### src/rtl/fsd_report_rx.sv
// fsd_report_rx: parses FSd1 comma-separated decimal report frames into binary counter registers
module fsd_report_rx #(
   parameter int RAW_DIGITS = 4,
   parameter int SIG_DIGITS = 8,
   parameter int ERR_W = 8
) (
   input  logic             clk24M,
   input  logic             rst,
   input  logic [7:0]       rx_data,
   input  logic             rx_ready,
   output logic [11:0]      raw0,
   output logic [11:0]      raw1,
   output logic [11:0]      raw2,
   output logic [23:0]      sig0,
   output logic [23:0]      sig1,
   output logic [23:0]      sig2,
   output logic             frame_valid,
   output logic             frame_err,
   output logic [15:0]      frame_cnt,
   output logic [ERR_W-1:0] err_cnt,
   output logic             synced
);
   typedef enum logic [1:0] {HUNT, FIELD, LF_WAIT} state_t;
   state_t state;
   logic rx_ready_p;
   logic [26:0] acc;
   logic [26:0] acc_next;
   logic [3:0] dcnt;
   logic [2:0] fidx;
   logic [23:0] stg [6];
   logic take;
   logic is_digit;
   logic is_lf;
   logic sig_field;
   logic field_ok;
   logic bad;
   logic [3:0] req;
   // byte classification, field check and error decision for the byte currently on rx_data
   always_comb begin
      take = rx_ready && !rx_ready_p;
      is_digit = rx_data >= 8'h30 && rx_data <= 8'h39;
      is_lf = rx_data == 8'h0A;
      sig_field = fidx >= 3'd3;
      req = sig_field ? 4'(SIG_DIGITS) : 4'(RAW_DIGITS);
      field_ok = dcnt == req && acc <= (sig_field ? 27'hFF_FFFF : 27'h000_0FFF);
      acc_next = (acc << 3) + (acc << 1) + 27'(rx_data[3:0]);
      bad = state == LF_WAIT ? !is_lf :
            state != FIELD ? 1'b0 :
            is_digit ? dcnt >= req :
            rx_data == 8'h2C ? fidx == 3'd5 || !field_ok :
            rx_data == 8'h0D ? fidx != 3'd5 || !field_ok : 1'b1;
      synced = state != HUNT;
   end
   // frame parser: every accepted byte is fully handled on the edge that sees rx_ready rise
   always_ff @(posedge clk24M) begin
      frame_valid <= 1'b0;
      frame_err <= 1'b0;
      rx_ready_p <= rx_ready;
      if (rst) begin
         state <= HUNT;
         acc <= '0;
         dcnt <= '0;
         fidx <= '0;
         for (int i = 0; i < 6; i++) stg[i] <= '0;
         raw0 <= '0;
         raw1 <= '0;
         raw2 <= '0;
         sig0 <= '0;
         sig1 <= '0;
         sig2 <= '0;
         frame_cnt <= '0;
         err_cnt <= '0;
      end else if (take && bad) begin
         frame_err <= 1'b1;
         err_cnt <= &err_cnt ? err_cnt : err_cnt + ERR_W'(1);
         state <= is_lf ? FIELD : HUNT;
         acc <= '0;
         dcnt <= '0;
         fidx <= '0;
      end else if (take) begin
         unique case (state)
            HUNT: begin
               state <= is_lf ? FIELD : HUNT;
               acc <= '0;
               dcnt <= '0;
               fidx <= '0;
            end
            FIELD: begin
               if (is_digit) begin
                  acc <= acc_next;
                  dcnt <= dcnt + 4'd1;
               end else begin
                  stg[fidx] <= acc[23:0];
                  acc <= '0;
                  dcnt <= '0;
                  if (rx_data == 8'h0D) state <= LF_WAIT;
                  else fidx <= fidx + 3'd1;
               end
            end
            LF_WAIT: begin
               raw0 <= stg[0][11:0];
               raw1 <= stg[1][11:0];
               raw2 <= stg[2][11:0];
               sig0 <= stg[3];
               sig1 <= stg[4];
               sig2 <= stg[5];
               frame_valid <= 1'b1;
               frame_cnt <= frame_cnt + 16'd1;
               state <= FIELD;
               acc <= '0;
               dcnt <= '0;
               fidx <= '0;
            end
            default: state <= HUNT;
         endcase
      end
   end
endmodule
### config.mk
export PLATFORM = sky130hd
export DESIGN_NAME = fsd_report_rx
export DESIGN_NICKNAME = d
export VERILOG_FILES = /design/src/rtl/fsd_report_rx.sv
export SDC_FILE = /design/constraint.sdc
export NUM_CORES = 1
export LEC_CHECK = 0
export CORE_MARGIN = 4
export CORE_UTILIZATION = 60
export DETAILED_ROUTE_END_ITERATION = 10
export PLACE_DENSITY = 0.88
export SETUP_SLACK_MARGIN = 0.15
export SLEW_MARGIN = 20
export SYNTH_ARGS = -nofsm -noshare
export SYNTH_HDL_FRONTEND = slang
export SYNTH_SLANG_ARGS = --single-unit
### constraint.sdc
create_clock -name clk24M -period 14.9 [get_ports clk24M]
set_input_delay 2.235 -clock clk24M [delete_from_list [all_inputs] [get_ports clk24M]]
set_output_delay 2.235 -clock clk24M [all_outputs]
set_load 0.005 [all_outputs]
# Word-level counts from Yosys, hierarchy flattened
# Memory sizes are Yosys's and may differ from the RTL's. A register that Yosys moved wholly into a read port is not among the register bits.
# Index checks and enable logic that the tools add are counted.
[word_totals]
n_memories = 1
out_inout_bits = 135
reg_bits = 63
ramBits = 144
[memory_table]
columns = ["memory", "depth", "word_bits", "read_ports", "rd_ports_with_merged_regs", "wr", "line", "rtl"]
rows = [
  ["stg", 6, 24, 6, 6, 6, "30", "logic [23:0] stg [6];"],
]
[op_classes]
addsub = 6
reduce_logical = 23
n_bitwise = 3
mux = 33
n_lt_le_gt_ge = 5
eq_ne = 13
[ops]
columns = ["operator", "count"]
rows = [
  ["one-hot mux 27 bit (2 select lines)", 1],
  ["two-way mux 24 bit", 2],
  ["adder 27 bit", 1],
  ["adder 27 x 4 -> 27 bit", 1],
  ["<= comparator 27 x 24 -> 1 bit", 1],
  ["two-way mux 27 bit", 1],
  ["OR reduction 24 bit", 1],
  ["two-way mux 1 bit", 17],
  ["adder 16 x 1 -> 16 bit, second input constant", 1],
  ["equality test 8 x 4 -> 1 bit, second input constant", 2],
  ["two-way mux 3 bit", 3],
  ["inequality test 3 bit, second input constant", 3],
  ["adder 8 x 1 -> 8 bit, second input constant", 1],
  ["equality test 8 x 6 -> 1 bit, second input constant", 1],
  ["greater-or-equal comparator 8 x 6 -> 1 bit, second input constant", 1],
  ["<= comparator 8 x 6 -> 1 bit, second input constant", 1],
  ["two-way mux 2 bit", 4],
  ["two-way mux 4 bit", 2],
  ["one-hot mux 4 bit (2 select lines)", 1],
  ["AND reduction 8 bit", 1],
  ["one-hot mux 2 bit (3 select lines)", 1],
  ["one-hot mux 3 bit (2 select lines)", 1],
  ["AND reduction 3 bit", 2],
  ["nonzero test 2 bit", 3],
  ["other kinds (19)", 30],
]

# Depth between registers and ports, before layout
# Gate-level depths: netlist of the first run.
[depth]
depth_word = 17
depth_mapped = 15
ltp_nobuf = 12

# Least setup slack after synthesis of the first run
# OpenSTA, ideal clock, no wires.
[synth_timing]
path_kind = "input port to flip-flop"
startpoint = "input rx_data[4]"
endpoint = "memory stg[4][0] (enable)"
setup_time_ns = 0.442
n_path_buf = 1
path_stages = 7
arrival_time_ns = 5.654
required_ns = 14.458
slack_ns = 8.804
path_cell_list = "nor4b_2 -> nand3b_1 -> a2111oi_2 -> a21boi_2 -> o2111ai_1 -> buf_2 -> o31ai_1"
[synth_rtl]
columns = ["element", "line", "rtl"]
rows = [
  ["start, declared", "9", "input logic [7:0] rx_data,"],
  ["end, declared", "30", ""],
]

==> flow_metrics.tcl, run 1 <==
set metrics [dict create \
    status "finished clean" \
    dp_hpwl_mm 22.2 \
    critPathMaxStageDelay_ns 0.65 \
    drtPass1Iterations 5 \
    min_path_type "flop to flop" \
    synth_area_leader_cell "dfxtp_1" \
    cp.required_ns 15.16 \
    place_area_um2 14500 \
    initial_core_util_pct 61.3 \
    row_count 53 \
    area_growth_pct 19.3 \
    yosysSeqAreaShare_pct 51.6 \
    hold_viol 0 \
    crit_buf_inv 3 \
    worstRegToRegCells 15 \
    setup_tns_ns 0 \
    critPathTopFamily "compound AO/OA/AOI/OAI gates" \
    grt_overflow 0 \
    final_cells 1705 \
    clk_path_buf_depth 3 \
    fin_crit_ns 5.38 \
    fmax_ghz 0.186 \
    swShare_pct 21.2 \
    utilization_pct 73.1 \
    die_h_um 155 \
    p_comb_share_pct 1.7 \
    synth_warnings 0 \
    grt_max_degree 92 \
    crit_fanout 59 \
    crit_path_end "stg[4][20]" \
    post_cts_resized 0 \
    r2r_slack_ns 9.55 \
    syn_inst 1306 \
    critPathKind "input pin to flop" \
    synthDistinctLibCells 72 \
    cp-end-kind "flop" \
    cp_data_arrival_time_ns 5.64 \
    drtIter0Drc 1029 \
    tightest_slew_ns 1.14 \
    setup_violations 0 \
    syn_area_um2 12900 \
    cp_num_cells 9 \
    ir_drop_mv 0.105 \
    p_switching_mw 0.325 \
    coreArea_um2 21100 \
    ys.flop_type "dfxtp_1" \
    clk-insertion-delay-late_ns 0.56 \
    yosysTopAreaCellShare_pct 26.5 \
    n_antenna_cell 0 \
    die_area_um2 23900 \
    grt_util_all_layers_pct 27.3 \
    relSlewSlack_pct 23.4 \
    internal_power_mw 1.21 \
    fin_skew_ns 0.00881 \
    grt_pass1_vias 9927 \
    grt_pass1_wl_mm 52.9 \
    io_pins 146 \
    dieWidth_um 155 \
    root_buffer "clkbuf_16" \
    clk_pin_slew_ns 0.06 \
    finish.net_count 1481 \
    post_cts_buffers 0 \
    num-fill-cells 1394 \
    seq_power_share_pct 52.8 \
    crit_chain "clkdlybuf4s50_1, nor4b_2, nand3b_1, a2111oi_2, a21boi_2, o2111ai_4, buf_4, o31ai_4, buf_8" \
    p_clk_share_pct 45.5 \
    layout-drive-gt1-share_pct 10.3 \
    cts_tree "done" \
    drv_slew 0 \
    final_area_um2 15400 \
    crit_start "rx_data[4]" \
    async_flop_share_pct 0 \
    avgSynthCellArea_um2 9.89 \
    gp_congestion 0.918 \
    dp.cells 1652 \
    synth-edff-count 108 \
    p_leak_nw 5.21 \
    viasPerCell 6.23 \
    drc 0 \
    cp_slowest_cell "o31ai_4" \
    powerDensity_nw_per_um2 99.4 \
    cts_hold_buf 0 \
    htree_levels 1 \
    rsz0062_at_grt "no" \
    cts_buffers 27 \
    ant_nets 0 \
    critPathLaunchType "input pin" \
    yosys-top-cells-area "dfxtp_1 (26%), edfxtp_1 (25%), nand2_1 (7.6%), nor4_2 (6.4%), ha_1 (5.7%)" \
    drv_cap 0 \
    syn-num-nets 1378 \
    synth_seq_cells 279 \
    port_buffers 145 \
    cts_num_sinks 279 \
    r2r_end "stg[4][20]" \
    wl_mm 33.8 \
    holdWs_ns 0.451 \
    min_period_over_period_pct 36.1 \
    reg2reg_from "fidx[0]" \
    vias 10600 \
    wl_per_cell_um 19.8 \
    antenna_found_initial 0 \
]
-- per-stage QoR --
step	total power, mW	setup WS (ns)
2_1_floorplan	0.837	8.80
3_3_place_gp	0.848	8.93
3_5_place_dp	0.849	8.79
4_1_cts	1.53	9.32
5_1_grt	1.57	9.24
6_report	1.53	9.52
-- cells in the mapped netlist (3+ instances only) --
cell,instances
nor4b_1,4
xnor2_1,10
nand2b_1,6
or2_2,4
nand3b_1,8
a21o_1,13
o2111ai_1,3
nand3_1,22
dfxtp_1,171
and3_1,9
nor3_1,12
buf_6,9
a21oi_1,145
and2_1,3
nor4_1,22
or3_1,7
a32oi_1,3
nand4b_1,3
and4_1,3
o21a_1,10
ha_1,59
a31oi_1,5
o31ai_1,11
or4_1,5
clkbuf_1,69
a22oi_1,14
mux2i_1,6
nor2b_1,8
o21ai_0,20
nand2_1,261
xor2_1,15
nand4_1,12
a211oi_1,10
edfxtp_1,108
inv_1,35
nor4_2,66
nor2_1,84
buf_2,8
-- registers in the layout, summed over array words and instances (netlist names), 12 cells and up --
name / flops
stg: 108
acc: 27
sig0: 24
sig1: 24
sig2: 24
frame_cnt: 16
raw0: 12
raw1: 12
raw2: 12
-- how the worst min path moves through the flow --
stage,to,slack (ns),startpoint,cells after the start
2_1_floorplan,raw0[0],0.45,raw0[0],2
3_3_place_gp,sig0[0],0.44,sig0[0],2
3_5_place_dp,sig2[8],0.45,sig2[8],2
4_1_cts,sig2[8],0.46,sig2[8],2
5_1_grt,sig2[2],0.48,sig2[2],2
6_report,sig2[8],0.45,sig2[8],2
-- worst min-delay path, stage by stage (launching register included) --
cell	delay, ns
dfxtp_1	0.31
nand2_1	0.05
a21oi_1	0.05
-- metal layers --
| layer | vias up | GRT usage, % | part of all wire [%] |
|---|---|---|---|
| met5 | - | 0 | 0 |
| met4 | 0 | 9.42 | 3.3 |
| met3 | 95 | 4.62 | 8.6 |
| met2 | 503 | 45.2 | 49 |
| met1 | 5119 | 36.4 | 39 |
| li1 | 4902 | - | - |
-- final cells by class --
type                       instances  area (um^2)  area share [%]
clock buffer                      32          714            4.64
clock inverter                    18          188            1.22
inverter                          37          145           0.942
multi-input combinational        902         5760            37.4
sequential                       279         6670            43.3
tap                              275          344            2.23
timing repair buffer             162         1590            10.3
-- cells by family (layout without fill, tap and decap cells) --
kind of cell	after synthesis	count (layout)	share of synthesized area, %
AOI/OAI and AO/OA	262	262	12.6
xor gates and xnor gates	25	25	1.69
adders and majority gates	61	61	6.02
buffers and inverters	125	249	4.30
DFF	279	279	51.6
muxes	8	8	0.639
and+or+nand+nor	546	546	23.2
-- power groups by stage --
stage               clock, mW  sequential (mW)  combinational, mW
floorplan                   0            0.822             0.0154
global placement            0            0.824             0.0242
detailed placement          0            0.824             0.0250
CTS                     0.700            0.808             0.0250
global route            0.733            0.808             0.0285
finish                  0.697            0.808             0.0265
-- cells in the final DEF (no fill, tap or decap), types with 4 or more instances in the layout --
master             n
ha_1              59
o21a_1            10
nor2b_1            8
or2_2              4
edfxtp_1         108
o21ai_0           20
nor4_2            66
clkdlybuf4s50_1  144
nand2_1          260
buf_4             15
xnor2_1           10
nor2_1            84
a21o_1            13
or4_1              5
nor4b_1            4
o31ai_1            8
inv_1             34
xor2_1            15
a22oi_1           14
nand3_1           22
a211oi_1          10
and3_1             9
nand2b_1           6
a21oi_1          145
or3_1              7
nand3b_1           8
nand4_1           12
a31oi_1            5
clkbuf_16         27
nor3_1            12
clkinv_2           5
clkinv_1           6
mux2i_1            6
dfxtp_1          170
nor4_1            22
Power figures use the tool's default switching activity.
==> inputs of run 2 (changes only) <==
--- a/config.mk
+++ b/config.mk
@@ -6,9 +6,9 @@
 export NUM_CORES = 1
 export LEC_CHECK = 0
 export CORE_MARGIN = 4
-export CORE_UTILIZATION = 60
+export CORE_UTILIZATION = 57
 export DETAILED_ROUTE_END_ITERATION = 10
-export PLACE_DENSITY = 0.88
+export PLACE_DENSITY = 0.85
 export SETUP_SLACK_MARGIN = 0.15
 export SLEW_MARGIN = 20
 export SYNTH_ARGS = -nofsm -noshare
==> constraint.sdc (replaced) <==
create_clock -name clk24M -period 5.2 [get_ports clk24M]
set_input_delay 0.78 -clock clk24M [delete_from_list [all_inputs] [get_ports clk24M]]
set_output_delay 0.78 -clock clk24M [all_outputs]
set_load 0.005 [all_outputs]
==> run 2 against run 1 <==
  * Final area is essentially flat
  * Utilization shrank 3.3 points
  * Clock power grew to 2.8 times the previous value
  * Sequential power grew to 2.9 times the previous value
  * Critical path depth grew 4
  * Critical endpoint is now stg[4][15]
  * Critical path type is now flop to flop
  * Sequential share of layout area is essentially flat
  * Combinational power grew to 2.8 times the previous value
  * Wire length shrank 3.9%
  * Setup slack lost 8.9 ns
  * Register-to-register slack lost 9.0 ns
  * Highest routed layer unchanged
  * Final cell count grew 0.65%
  * Largest cell class unchanged
==> flow_metrics.tcl, run 2 (synthesized netlist as in run 1, its figures left out) <==
set metrics [dict create \
    status "finished clean" \
    port_buffers 145 \
    cp-end-kind "flop" \
    ant_nets 0 \
    reg2reg_from "fidx[1]" \
    grt_overflow 0 \
    die_area_um2 25100 \
    cts_buffers 29 \
    post_cts_buffers 0 \
    io_pins 146 \
    tightest_slew_ns 1.09 \
    critPathKind "flop to flop" \
    drv_slew 0 \
    htree_levels 1 \
    fin_skew_ns 0.00868 \
    cts_hold_buf 0 \
    layout-drive-gt1-share_pct 10.4 \
    crit_start "fidx[1]" \
    viasPerCell 6.11 \
    grt_pass1_vias 9894 \
    worstRegToRegCells 13 \
    mostFrequentLayoutCells "nand2_1 (259), dfxtp_1 (170), a21oi_1 (145)" \
    rsz0062_at_grt "no" \
    grt_util_all_layers_pct 25.4 \
    die_h_um 159 \
    cp.required_ns 5.46 \
    coreArea_um2 22100 \
    dp_hpwl_mm 22.1 \
    setup_violations 0 \
    fmax_ghz 0.217 \
    wl_per_cell_um 18.9 \
    p_leak_nw 5.22 \
    reg_top3 "stg (108), acc (27)" \
    cts_tree "done" \
    finish.net_count 1485 \
    initial_core_util_pct 58.5 \
    grt_pass1_wl_mm 51.6 \
    clk_pin_slew_ns 0.06 \
    drv_cap 0 \
    antenna_found_initial 0 \
    wl_mm 32.5 \
    area_growth_pct 19.3 \
    n_antenna_cell 0 \
    min_path_type "flop to flop" \
    num-fill-cells 1557 \
    hold_viol 0 \
    r2r_end "stg[4][15]" \
    crit_fanout 27 \
    powerDensity_nw_per_um2 280 \
    cts_num_sinks 279 \
    dieWidth_um 159 \
    r2r_slack_ns 0.58 \
    relSlewSlack_pct 27.2 \
    clk_path_buf_depth 3 \
    setup_tns_ns 0 \
    root_buffer "clkbuf_16" \
    crit_path_end "stg[4][15]" \
    row_count 54 \
    holdWs_ns 0.452 \
    gp_congestion 0.930 \
    drc 0 \
    vias 10500 \
    critPathLaunchType "flop" \
    grt_max_degree 73 \
    fin_crit_ns 4.62 \
    min_period_over_period_pct 88.8 \
    drtPass1Iterations 6 \
    hold_start "raw0[11]" \
    drtIter0Drc 1057 \
    ir_drop_mv 0.300 \
    final_common_cell "nand2_1" \
    clk-insertion-delay-late_ns 0.55 \
    largest_reg_flops 108 \
    cp_data_arrival_time_ns 4.88 \
    largest-register "stg" \
    post_cts_resized 0 \
]
-- run 2: cell count changes in the layout (fill, tap and decap cells not counted), moves of 2 or more --
| cell | before | now |
|---|---|---|
| buf_6 | 2 | 0 |
| clkbuf_16 | 27 | 29 |
| bufinv_16 | 3 | 0 |
| clkinv_1 | 6 | 8 |
| clkbuf_8 | 2 | 4 |
| buf_4 | 15 | 20 |
| clkbuf_1 | 3 | 6 |
-- run 2: worst min-delay path by stage --
| stage | end | slack [ns] | depth (start not counted) |
|---|---|---|---|
| 4_1_cts | raw2[7] | 0.45 | 2 |
| 2_1_floorplan | raw0[0] | 0.45 | 2 |
| 3_5_place_dp | raw2[7] | 0.45 | 2 |
| 3_3_place_gp | raw2[7] | 0.44 | 2 |
| 6_report | raw0[11] | 0.45 | 2 |
| 5_1_grt | sig2[6] | 0.47 | 2 |
-- run 2: layout make-up --
type,instances,area [um^2],area share [%]
inverter,37,144,0.933
multi-input combinational,902,5770,37.4
sequential,279,6670,43.2
clock inverter,15,93.8,0.609
timing repair buffer,164,1590,10.3
tap,280,350,2.27
clock buffer,39,803,5.21
-- run 2: per-layer routing --
| metal | global-route usage (%) | routed length (um) | up-vias |
|---|---|---|---|
| met1 | 33.7 | 13100 | 5003 |
| met3 | 3.70 | 2400 | 97 |
| met2 | 42.4 | 15600 | 485 |
| li1 | - | - | 4897 |
| met5 | 0 | 0 | - |
| met4 | 9.55 | 1320 | 0 |
-- run 2: critical path, cell delays in order, from the launching register on --
cell,delay [ns]
dfxtp_1,0.45
ha_1,0.20
ha_1,0.14
a211o_1,0.34
inv_1,0.15
ha_1,0.31
or4b_1,0.46
nor4_1,0.32
o21ai_0,0.18
o211ai_2,0.32
a21boi_2,0.15
o2111ai_4,0.67
buf_4,0.50
nor4_1,0.12
-- run 2: power by group --
part	switching, mW	internal [mW]	total, mW
sequential	0.0133	2.30	2.31
clock	0.842	1.09	1.93
combinational	0.0571	0.0176	0.0747
total	0.912	3.41	4.32
-- run 2: per-stage QoR --
stage | worst slack (ns) | instance area [um^2] | total power, mW | util (%) | instances
after floorplan | 0.0777 | 12900 | 2.40 | - | 1306
after detailed placement | 0.828 | 14500 | 2.43 | 65.7 | 1662
after global placement | 0.961 | 14500 | 2.43 | 65.7 | 1662
after CTS | 0.725 | 15400 | 4.34 | 69.8 | 1716
after global routing | 0.389 | 15400 | 4.44 | 69.8 | 1716
final | 0.583 | 15400 | 4.32 | 69.8 | 1716
